--- config.mk ---
export PLATFORM = sky130hd
export DESIGN_NAME = axis_uart_word_tx
export DESIGN_NICKNAME = d
export VERILOG_FILES = /design/src/rtl/axis_uart_word_tx.sv
export SDC_FILE = /design/constraint.sdc
export NUM_CORES = 1
export LEC_CHECK = 0
export BUFFER_PORTS_ARGS = -buffer_cell sky130_fd_sc_hd__buf_2
export CORE_UTILIZATION = 60
export CTS_CLUSTER_SIZE = 40
export DETAILED_ROUTE_END_ITERATION = 6
export GPL_ROUTABILITY_DRIVEN = 0
export PLACE_DENSITY = 0.87
export SLEW_MARGIN = 10
export SYNTH_ARGS = -nofsm -noshare
export SYNTH_HDL_FRONTEND = slang
export SYNTH_SLANG_ARGS = --single-unit
--- constraint.sdc ---
create_clock -name clk -period 3.75 [get_ports clk]
set_clock_uncertainty 0.15 [all_clocks]
set_input_delay 0.1875 -clock clk [delete_from_list [all_inputs] [get_ports clk]]
set_output_delay 0.1875 -clock clk [all_outputs]
set_load 0.01 [all_outputs]
--- src/rtl/axis_uart_word_tx.sv ---
// AXI-Stream word to UART serializer: accepts an N_BYTES-wide word and sends
// it byte 0 first, each byte framed as start(0), 8 data bits LSB first, stop(1).
module axis_uart_word_tx #(
    parameter int unsigned UART_SPEED = 115200,
    parameter int unsigned FREQ_HZ    = 100000000,
    parameter int unsigned N_BYTES    = 32
) (
    input  logic                 clk,
    input  logic                 reset,
    input  logic [N_BYTES*8-1:0] S_AXIS_TDATA,
    input  logic                 S_AXIS_TVALID,
    output logic                 S_AXIS_TREADY,
    output logic                 UART_TX,
    output logic                 BUSY
);

    // Clocks per bit, guarded so a zero line rate fails the check below
    // rather than dividing by zero.
    localparam int unsigned D      = (UART_SPEED == 0) ? 0 : FREQ_HZ / UART_SPEED;
    localparam int unsigned DIV_W  = (D < 2) ? 1 : $clog2(D);
    localparam int unsigned BYTE_W = (N_BYTES < 2) ? 1 : $clog2(N_BYTES);
    localparam int unsigned WORD_W = N_BYTES * 8;

    localparam logic [DIV_W-1:0]  DIV_LAST  = DIV_W'(D - 1);
    localparam logic [BYTE_W-1:0] BYTE_LAST = BYTE_W'(N_BYTES - 1);

    if (D < 4 || FREQ_HZ == 0 || UART_SPEED == 0 || N_BYTES == 0) begin : g_param_check
        $error("axis_uart_word_tx: invalid parameters (need D >= 4, nonzero FREQ_HZ, UART_SPEED, N_BYTES)");
    end

    typedef enum logic [1:0] {
        IDLE,
        START,
        DATA,
        STOP
    } state_t;

    state_t              state, state_next;
    logic [DIV_W-1:0]    div_cnt, div_next;
    logic [2:0]          bit_idx, bit_next;
    logic [BYTE_W-1:0]   byte_idx, byte_next;
    logic [WORD_W-1:0]   shreg, sh_next;
    logic                tx_reg, tx_next;
    logic                bit_done;

    assign bit_done      = (div_cnt == DIV_LAST);
    assign S_AXIS_TREADY = (state == IDLE) && !reset;
    assign UART_TX       = tx_reg;
    assign BUSY          = (state != IDLE);

    // State, counters, shift register and the registered line output.
    always_ff @(posedge clk) begin
        if (reset) begin
            state    <= IDLE;
            div_cnt  <= '0;
            bit_idx  <= '0;
            byte_idx <= '0;
            shreg    <= '0;
            tx_reg   <= 1'b1;
        end else begin
            state    <= state_next;
            div_cnt  <= div_next;
            bit_idx  <= bit_next;
            byte_idx <= byte_next;
            shreg    <= sh_next;
            tx_reg   <= tx_next;
        end
    end

    // Next-state logic; UART_TX is computed one cycle ahead so the line
    // changes exactly on bit boundaries. The shift register drops the sent
    // data bit each bit period, so the next byte lands in shreg[7:0].
    always_comb begin
        state_next = state;
        div_next   = bit_done ? '0 : div_cnt + 1'b1;
        bit_next   = bit_idx;
        byte_next  = byte_idx;
        sh_next    = shreg;
        tx_next    = tx_reg;
        unique case (state)
            IDLE: begin
                div_next = '0;
                tx_next  = 1'b1;
                if (S_AXIS_TVALID) begin
                    state_next = START;
                    sh_next    = S_AXIS_TDATA;
                    tx_next    = 1'b0;
                    bit_next   = '0;
                    byte_next  = '0;
                end
            end
            START: begin
                if (bit_done) begin
                    state_next = DATA;
                    tx_next    = shreg[0];
                    bit_next   = '0;
                end
            end
            DATA: begin
                if (bit_done) begin
                    sh_next = shreg >> 1;
                    if (bit_idx == 3'd7) begin
                        state_next = STOP;
                        tx_next    = 1'b1;
                    end else begin
                        bit_next = bit_idx + 3'd1;
                        tx_next  = shreg[1];
                    end
                end
            end
            STOP: begin
                if (bit_done) begin
                    if (byte_idx == BYTE_LAST) begin
                        state_next = IDLE;
                        tx_next    = 1'b1;
                    end else begin
                        state_next = START;
                        tx_next    = 1'b0;
                        byte_next  = byte_idx + 1'b1;
                    end
                end
            end
            default: begin
                state_next = IDLE;
                tx_next    = 1'b1;
            end
        endcase
    end

endmodule
==> results of run 1 <==
-- power by group --
| group | internal, mW | total (mW) | switching (mW) |
|---|---|---|---|
| registers | 4.05 | 4.75 | 0.708 |
| logic | 2.80 | 7.30 | 4.50 |
| clock network | 1.68 | 2.91 | 1.24 |
-- worst max-delay path: stages, from the launching register on --
cell	delay, ns
dfxtp_1	0.36
inv_1	0.13
ha_4	0.19
buf_12	0.55
or2_4	0.27
buf_12	0.49
a31oi_1	0.30
a211oi_1	0.46
-- worst max path at each step --
stage	slack (ns)	cells after the start	endpoint	start
2_1_floorplan	1.46	6	byte_idx[2]$_SDFFE_PP0P_	div_cnt[4]$_SDFF_PP0_
3_3_place_gp	0.79	5	shreg[50]$_SDFFE_PP0P_	div_cnt[4]$_SDFF_PP0_
3_5_place_dp	0.67	5	shreg[115]$_SDFFE_PP0P_	div_cnt[4]$_SDFF_PP0_
4_1_cts	0.63	5	shreg[32]$_SDFFE_PP0P_	div_cnt[4]$_SDFF_PP0_
5_1_grt	0.34	7	shreg[154]$_SDFFE_PP0P_	state[0]$_SDFFE_PP0P_
6_report	0.48	7	shreg[32]$_SDFFE_PP0P_	state[0]$_SDFFE_PP0P_
-- cell usage in the layout, fill, tap and decap left out, types with 2 or more instances in the layout --
cell type      netlist  final
xnor2_1              3      3
clkinvlp_4           0      5
a31oi_1            258    258
clkbuf_16            0     31
nand2_1             10     10
buf_2               57    260
dlygate4sd3_1        0    256
and3_1               3      2
nand3_1              9      9
clkbuf_1           120      7
a211oi_1           256    255
a32o_1               3      3
nand2b_1             3      2
nor2_1              18     18
dfxtp_1            277    277
ha_1                 9      8
nand3b_1             4      4
o311ai_0             2      2
or3_1                2      2
buf_4                0      8
xor2_1               5      5
inv_1                7      7
nor3_1               5      5
clkinv_2             0      5
o21ai_0              2      2
mux2i_1            256    256
nor2b_1              5      5
or4_1                2      2
diode_2              0      2
buf_12               0      7
a21oi_1              4      4
nand4_1              5      5
clkbuf_8             0      6
-- state kept, by name (all words and copies together), names as in the netlist --
signal / cells
state: 2
bit_idx: 3
byte_idx: 5
UART_TX: 1
shreg: 256
div_cnt: 10
-- cells by family (layout without fill, tap and decap cells) --
| family | after synthesis | after routing | synth area share [%] |
|---|---|---|---|
| compound gates | 535 | 535 | 28.2 |
| xor+xnor | 8 | 8 | 0.533 |
| fa+ha+maj | 9 | 9 | 0.856 |
| buf+inv | 186 | 595 | 5.85 |
| flops | 277 | 277 | 42.2 |
| mux | 256 | 256 | 19.5 |
| other cells | 0 | 2 | 0 |
| simple gates | 73 | 73 | 2.96 |
-- layer usage --
layer,wire length [um],vias to the layer above,GRT usage (%)
met1,17500,6537,45.9
met5,0,-,0
li1,-,6091,-
met2,22900,871,68.1
met3,3630,228,9.21
met4,2480,0,22.6
-- stage by stage --
stage                     cell area [um2]  setup slack (ns)  hold slack [ns]
after floorplan                     13200              1.46            0.273
after global placement              14300             0.791            0.293
after detailed placement            14300             0.674            0.304
after CTS                           17800             0.629          0.00474
after global routing                17900             0.339           0.0472
final                               17900             0.478           0.0216
-- synth_stat cells (7+ instances only) --
library cell,n
a211oi_1,256
a31oi_1,258
buf_2,57
clkbuf_1,120
dfxtp_1,277
ha_1,9
inv_1,7
mux2i_1,256
nand2_1,10
nand3_1,9
nor2_1,18
-- cell type report --
cell class / count / area share (%)
Inverter: 8 / 0.168
Multi-Input combinational cell: 881 / 38.5
Tap cell: 275 / 1.93
Timing Repair Buffer: 533 / 22.9
Antenna cell: 2 / 0.0280
Clock buffer: 43 / 4.88
Clock inverter: 11 / 0.519
Sequential cell: 277 / 31.1
-- repair_timing --
item	4_1_cts	5_1_grt
hold buffers	256	0
gates resized for setup	0	2
endpoints found under the hold margin	256	0
setup endpoints to repair	0	1
==> metrics, run 1 <==
register area share after synthesis=42.2%; Detail Route Antenna Nets=0; hold path depth=4; max-slew violations=0; Reg area=0.00555 mm2; Fin. Hold Viols=0; pwr dens=839 mW/mm2; Post-Syn Instances=1344; Final Core Density=83.9%; peak supply drop=0.729 mV; Avg WL per Cell=22.9 um; ys flop type=dfxtp_1; Max Cap Viol=0; clk_lat worst skew=0.54 ns; drt first pass iters=6; H-tree depth=1; layout cells sized above 1=18.9%; dpl cells=1718; area leader, netlist=dfxtp_1; worst r2r dst=shreg[32]$_SDFFE_PP0P_; Critical Path Start Type=register; synth warn=0; Mapped Area=0.0132 mm2; row cnt=53; worst r2r path cells=7; Worst Setup Path Type=reg -> reg; Layout fillers=1064; vias in the first global route=13.9k; initial antenna violation count=2; core region area=0.0213 mm2; RSZ-0062 raised after global routing=no; Layout Nets=1999; Num CTS Buffers=30; post-layout power=15.0 mW; vias per cell=6.76; synth top area cells=dfxtp_1 42%, mux2i_1 19%, a211oi_1 15%; status=finished, final reports clean; CTS tree=yes; Final Non-Filler Cells=2030; Synth Register Bits=277; fin crit share=87.3%; first-pass GRT wire length=72.0 mm; post-CTS setup buffers=0; sum of negative setup slack=0 ns; Routed WL=46.6 mm; max_slew headroom=35.9%; minimum clock period=3.27 ns; height of the die=150 um; ys async rst share=0%; HP Start=S_AXIS_TVALID; DIE WIDTH=150 um; Port-buffer cells=261; Ports=262; Sink Count=277; Hold EP=shreg[255]$_SDFFE_PP0P_; routed via count=13.7k; Die ar.=0.0225 mm2; Syn Nets=1612; Clock Path Buffers=3; dpl hpwl=19.5 mm; crit end category=register; R2R Setup Slk=0.48 ns; Synth top area share=42.2%; final setup fails=0; largest net degree at the start of global routing=174; gr usage total=39.9%; Post-synth EDFFs=0; crit path DAT=3.52 ns; Req. time, crit path=4.00 ns; drt first-iter violations=1434; Leakage=6.50 nW; initial core utilization=61.8%; Peak Freq=306 MHz; Clock transition at path regs=0.06 ns; hold crit path type=in -> reg; worst-margin pin slew=0.961 ns; footprint of the multi-input gates=0.00688 mm2; # DRC=0; CP max FO=173; Netlist cell types=44; mean post-synth cell area=9.79 um2; RR Startpoint=state[0]$_SDFFE_PP0P_; gr ovfl total=0; Area growth, synth to finish=35.8%; clk root buf=clkbuf_16
No activity file was read; power rests on OpenSTA's default activity.
==> inputs of run 2 (changes only) <==
--- a/config.mk
+++ b/config.mk
@@ -5,11 +5,13 @@
 export SDC_FILE = /design/constraint.sdc
 export NUM_CORES = 1
 export LEC_CHECK = 0
+export ABC_AREA = 1
 export BUFFER_PORTS_ARGS = -buffer_cell sky130_fd_sc_hd__buf_2
 export CORE_UTILIZATION = 60
 export CTS_CLUSTER_SIZE = 40
 export DETAILED_ROUTE_END_ITERATION = 6
 export GPL_ROUTABILITY_DRIVEN = 0
+export MAX_ROUTING_LAYER = met4
 export PLACE_DENSITY = 0.87
 export SLEW_MARGIN = 10
 export SYNTH_ARGS = -nofsm -noshare
==> run 2 against run 1 <==
  * Synthesized cell count is 56% higher
  * Clock-buffer cell count shrank 2
  * The flow now finishes with violations (DRC)
  * Global-route usage rose by 2.4 points
  * Clock power fell by 5%
  * Sequential cell count stayed put
  * Critical path type unchanged
  * Highest routed layer unchanged
  * Critical endpoint is now shreg[29]$_SDFFE_PP0P_
==> metrics, run 2 <==
ys flop type=dfxtp_1; core region area=0.0212 mm2; Mapped Area=0.0131 mm2; Req. time, crit path=4.06 ns; commonest cells after routing, fill and taps aside=801 x nand2_1, 534 x nor2_1, 277 x dfxtp_1; CTS tree=yes; area leader, netlist=dfxtp_1; crit end category=register; fin crit share=84.6%; Post-Syn Instances=2095; Largest register FFs=256; initial core utilization=61.9%; gr usage total=42.3%; register area share after synthesis=42.2%; Peak Freq=315 MHz; Netlist cell types=27; Post-synth top cells=801 x nand2_1, 534 x nor2_1, 277 x dfxtp_1; hold crit path type=in -> reg; cell mode on critical path=nor2_1; height of the die=150 um; vias per cell=5.57; Layout Nets=2782; dpl hpwl=18.3 mm; NetSw=6.78 mW; Buf/Inv on CP=4; mean post-synth cell area=6.27 um2; RSZ-0062 raised after global routing=no; Top delay family on crit path=buffers and inverters; Port-buffer cells=261; Hold Buf Count CTS=257; cell area after layout=0.0177 mm2; Largest Register=shreg; crit path DAT=3.48 ns; drt first pass iters=7; Num CTS Buffers=30; synth warn=0; Crit path largest cell delay=0.54 ns; Layout fillers=1218; Crit-path slowest cell=inv_6; layout cells sized above 1=13.0%; Area growth, synth to finish=34.8%; Synth Register Bits=277; internal power=7.98 mW; Largest regs=shreg (256), div_cnt (10), byte_idx (5); Clock Path Buffers=3; Post-synth EDFFs=0; Avg WL per Cell=16.0 um; DIE WIDTH=150 um; R2R Setup Slk=0.58 ns; CP max FO=73; Clock transition at path regs=0.06 ns; Sink Count=277; clk root buf=clkbuf_16; max_slew headroom=5.49%; peak supply drop=1.14 mV; H-tree depth=1; Worst Setup Path Type=reg -> reg; Hold WS=0.0222 ns; most frequent cell after synthesis=nand2_1; Logic pwr share=47.4%; minimum clock period=3.17 ns; drt first-iter violations=1915; Die ar.=0.0225 mm2; violated checks=DRC; M3 GR Usage=12.6%; vias in the first global route=15.1k; worst path cell trace=inv_1 -> ha_1 -> inv_2 -> nor2_2 -> a21oi_1 -> nand2_8 -> inv_6 -> buf_4 -> nor2_1 -> nor2_1; worst-margin pin slew=1.42 ns; gr ovfl total=0; Max Cap Viol=0; Synth top area share=42.2%; ys async rst share=0%; grt peak-use layer=met2; Detail Route Antenna Nets=0; final setup fails=0; largest net degree at the start of global routing=263; sum of negative setup slack=0 ns; Critical Path Start Type=register; synth top area cells=dfxtp_1 42%, nand2_1 23%, nor2_1 15%; Ports=262; Sw Ratio=45.9%; Global Route met1 Usage=47.3%; Fin. Hold Viols=0; Leakage=8.72 nW; Routed WL=45.1 mm; routed via count=15.7k; first-pass GRT wire length=74.2 mm; DP Area=0.0142 mm2; most common cell after layout, fill and taps aside=nand2_1; row cnt=53; Clk pwr share=18.7%; Syn Nets=2363; clk_lat worst skew=0.56 ns; Final Core Density=83.4%; initial antenna violation count=8; Reg power frac=33.9%; max-slew violations=0; status=complete, but fails checks; met2 global-route usage=65.9%; post-CTS setup buffers=0; cts repair resizes=0; pwr dens=834 mW/mm2; # DRC=3
[run 2: layout make-up]
cell class	count	area, um2	area share [%]
diodes	8	20.0	0.113
clock buffers	41	842	4.76
clock inverters	9	62.6	0.353
inverters	22	97.6	0.551
multi-input cells	1653	6750	38.1
flip-flops and latches	277	5550	31.3
well taps	275	344	1.94
repair buffers	530	4040	22.8
[run 2: logic make-up (layout without fill, tap and decap cells)]
kind of cell	Yosys count	count (layout)	share of synthesized area, %
AND/OR/NAND/NOR	1364	1364	39.5
flip-flops	277	277	42.2
AO/OA/AOI/OAI	275	275	10.5
buffers and inverters	165	602	6.62
adder cells (fa/ha/maj)	9	9	0.857
XOR/XNOR	5	5	0.333
other	0	8	0
[run 2: worst reg2reg max path: stages (launching register included)]
cell     delay [ns]
dfxtp_1        0.40
inv_1          0.13
ha_1           0.24
inv_2          0.14
nor2_2         0.07
a21oi_1        0.35
nand2_8        0.31
inv_6          0.55
buf_4          0.45
nor2_1         0.10
nor2_1         0.18
[run 2: stage by stage]
stage | std cells | worst slack [ns] | total power [mW]
floorplan | 2095 | 1.90 | 10.3
global placement | 2500 | 0.887 | 10.9
detailed placement | 2500 | 0.796 | 11.2
CTS | 2807 | 0.729 | 14.1
global route | 2815 | 0.357 | 15.9
finish | 2815 | 0.579 | 14.8
[run 2: final timing paths]
check	start	to	cells past startpoint
setup / recovery	state[0]$_SDFFE_PP0P_	shreg[29]$_SDFFE_PP0P_	10
hold / removal	S_AXIS_TVALID	UART_TX$_SDFFE_PP1P_	6
setup reg to reg	state[0]$_SDFFE_PP0P_	shreg[29]$_SDFFE_PP0P_	10
hold reg to reg	div_cnt[0]$_SDFF_PP0_	div_cnt[0]$_SDFF_PP0_	1
[run 2: metal layers]
| metal | vias to the layer above | wire length (um) |
|---|---|---|
| li1 | 7335 | - |
| met1 | 6967 | 16300 |
| met2 | 1039 | 21600 |
| met3 | 339 | 4080 |
| met4 | 0 | 3140 |
| met5 | - | 0 |
[run 2: power groups by stage]
stage / combinational (mW) / clock, mW / sequential, mW
6_report: 6.99 / 2.77 / 5.01
3_3_place_gp: 6.03 / 0 / 4.88
4_1_cts: 6.47 / 2.77 / 4.89
5_1_grt: 7.84 / 2.92 / 5.11
2_1_floorplan: 5.47 / 0 / 4.79
3_5_place_dp: 6.22 / 0 / 4.94
==> inputs of run 3 (changes only) <==
--- a/config.mk
+++ b/config.mk
@@ -7,12 +7,12 @@
 export LEC_CHECK = 0
 export ABC_AREA = 1
 export BUFFER_PORTS_ARGS = -buffer_cell sky130_fd_sc_hd__buf_2
-export CORE_UTILIZATION = 60
+export CORE_UTILIZATION = 56
 export CTS_CLUSTER_SIZE = 40
 export DETAILED_ROUTE_END_ITERATION = 6
 export GPL_ROUTABILITY_DRIVEN = 0
 export MAX_ROUTING_LAYER = met4
-export PLACE_DENSITY = 0.87
+export PLACE_DENSITY = 0.82
 export SLEW_MARGIN = 10
 export SYNTH_ARGS = -nofsm -noshare
 export SYNTH_HDL_FRONTEND = slang
==> constraint.sdc (replaced) <==
create_clock -name clk -period 3.1 [get_ports clk]
set_clock_uncertainty 0.15 [all_clocks]
set_input_delay 0.155 -clock clk [delete_from_list [all_inputs] [get_ports clk]]
set_output_delay 0.155 -clock clk [all_outputs]
set_load 0.01 [all_outputs]
==> run 3 against run 2 <==
  * The flow now finishes without violations
  * Final area increased by 1.6%
  * Sequential cell count unchanged
  * Routed wire length decreased by 4.9%
  * Worst hold slack improved by 0.29 ns
  * Non-clock buffer count increased by 1
  * First-iteration DRC count decreased by 4.5%
  * Critical endpoint is now shreg[246]$_SDFFE_PP0P_
==> metrics, run 3 (synthesis gave the netlist of run 2 again) <==
Ports=262; Peak Freq=355 MHz; fin crit share=91.0%; dpl cells=2538; Clock Path Buffers=3; Worst Setup Path Type=reg -> reg; core region area=0.0228 mm2; initial core utilization=57.5%; Leakage=8.80 nW; row cnt=55; max-slew violations=0; Critical Path Start Type=register; Die ar.=0.0241 mm2; gr usage total=36.7%; Crit-path slowest cell=dfxtp_1; Num CTS Buffers=30; Top delay family on crit path=compound AO/OA/AOI/OAI gates; Max Cap Viol=0; # DRC=0; height of the die=155 um; Avg WL per Cell=15.0 um; Placement Setup Slack=0.433 ns; Crit path largest cell delay=0.40 ns; Largest register FFs=256; initial antenna violation count=5; gr ovfl total=0; minimum clock period=2.82 ns; Largest regs=shreg (256), div_cnt (10), byte_idx (5); routed via count=15.4k; max_slew headroom=18.9%; final setup fails=0; H-tree depth=1; Clock transition at path regs=0.07 ns; worst path cell trace=inv_1 -> ha_1 -> inv_2 -> nor2_2 -> a21oi_1 -> nand2_8 -> buf_12 -> o21ai_0 -> nor2_1; Largest Register=shreg; peak supply drop=0.810 mV; Port-buffer cells=261; Routed WL=42.9 mm; commonest cells after routing, fill and taps aside=801 x nand2_1, 534 x nor2_1, 277 x dfxtp_1; layout cells sized above 1=13.2%; largest net degree at the start of global routing=141; crit end category=register; first-pass GRT wire length=70.2 mm; drt first-iter violations=1829; DIE WIDTH=155 um; vias in the first global route=14.8k; crit path DAT=3.09 ns; CP max FO=110; Req. time, crit path=3.37 ns; clk root buf=clkbuf_16; clk_lat worst skew=0.54 ns; Layout Nets=2783; Fin. Hold Viols=0; Layout fillers=1470; status=finished, final reports clean; most common cell after layout, fill and taps aside=nand2_1; CTS tree=yes; drt first pass iters=7; Buf/Inv on CP=3; Detail Route Antenna Nets=0; worst-margin pin slew=1.22 ns; dpl hpwl=18.4 mm; vias per cell=5.40; pwr dens=1020 mW/mm2; Sink Count=277; hold crit path type=reg -> reg; Setup WS post-layout=0.280 ns; Area growth, synth to finish=36.9%; Final Non-Filler Cells=2857
==> run 3: report_power, final <==
| part | internal, mW | leakage, nW | switching, mW |
|---|---|---|---|
| clock | 2.42 | 0.523 | 1.49 |
| combinational | 2.65 | 5.99 | 5.72 |
| sequential | 5.17 | 2.29 | 0.863 |
| total | 10.2 | 8.80 | 8.07 |
==> run 3: what timing repair did <==
| item | 4_1_cts | 5_1_grt |
|---|---|---|
| buffers inserted | 0 | 0 |
| gates resized for setup | 0 | 0 |
| hold buffers | 258 | 0 |
| hold endpoints to repair | 261 | 0 |
==> run 3: area by class of cell <==
cell class,count,area [um2],share of cell area [%]
multi-input combinational,1653,6750,37.5
sequential,277,5550,30.8
timing repair buffer,531,4090,22.8
clock buffer,44,895,4.97
tap,313,392,2.18
clock inverter,12,203,1.13
inverter,22,97.6,0.543
antenna,5,12.5,0.0696
==> run 3: metrics by stage <==
stage	hold slack [ns]	total power, mW	TNS, ns	area [um2]	utilization [%]
5_1_grt	0.330	19.7	-0.0519	18000	78.7
2_1_floorplan	0.0741	12.4	0	13100	-
6_report	0.310	18.3	0	18000	78.7
4_1_cts	0.311	17.7	0	18000	78.7
3_5_place_dp	0.292	13.6	0	14300	62.5
3_3_place_gp	0.278	13.3	0	14300	62.5
==> run 3: path summary, 6_finish.rpt <==
path | from | to | slack, ns | cells past startpoint
hold / removal | div_cnt[0]$_SDFF_PP0_ | div_cnt[0]$_SDFF_PP0_ | 0.31 | 1
setup reg to reg | state[0]$_SDFFE_PP0P_ | shreg[246]$_SDFFE_PP0P_ | 0.28 | 9
setup / recovery | state[0]$_SDFFE_PP0P_ | shreg[246]$_SDFFE_PP0P_ | 0.28 | 9
hold reg to reg | div_cnt[0]$_SDFF_PP0_ | div_cnt[0]$_SDFF_PP0_ | 0.31 | 1
==> run 3: worst reg2reg max path, stage by stage (launching register included) <==
cell	delay, ns
dfxtp_1	0.40
inv_1	0.14
ha_1	0.25
inv_2	0.14
nor2_2	0.08
a21oi_1	0.36
nand2_8	0.33
buf_12	0.36
o21ai_0	0.42
nor2_1	0.08
==> run 3: routing by layer <==
layer | GRT usage [%] | share of wire, %
met1 | 40.7 | 38
met2 | 59.5 | 48
met3 | 9.30 | 7.4
met4 | 22.3 | 6.1
met5 | - | 0
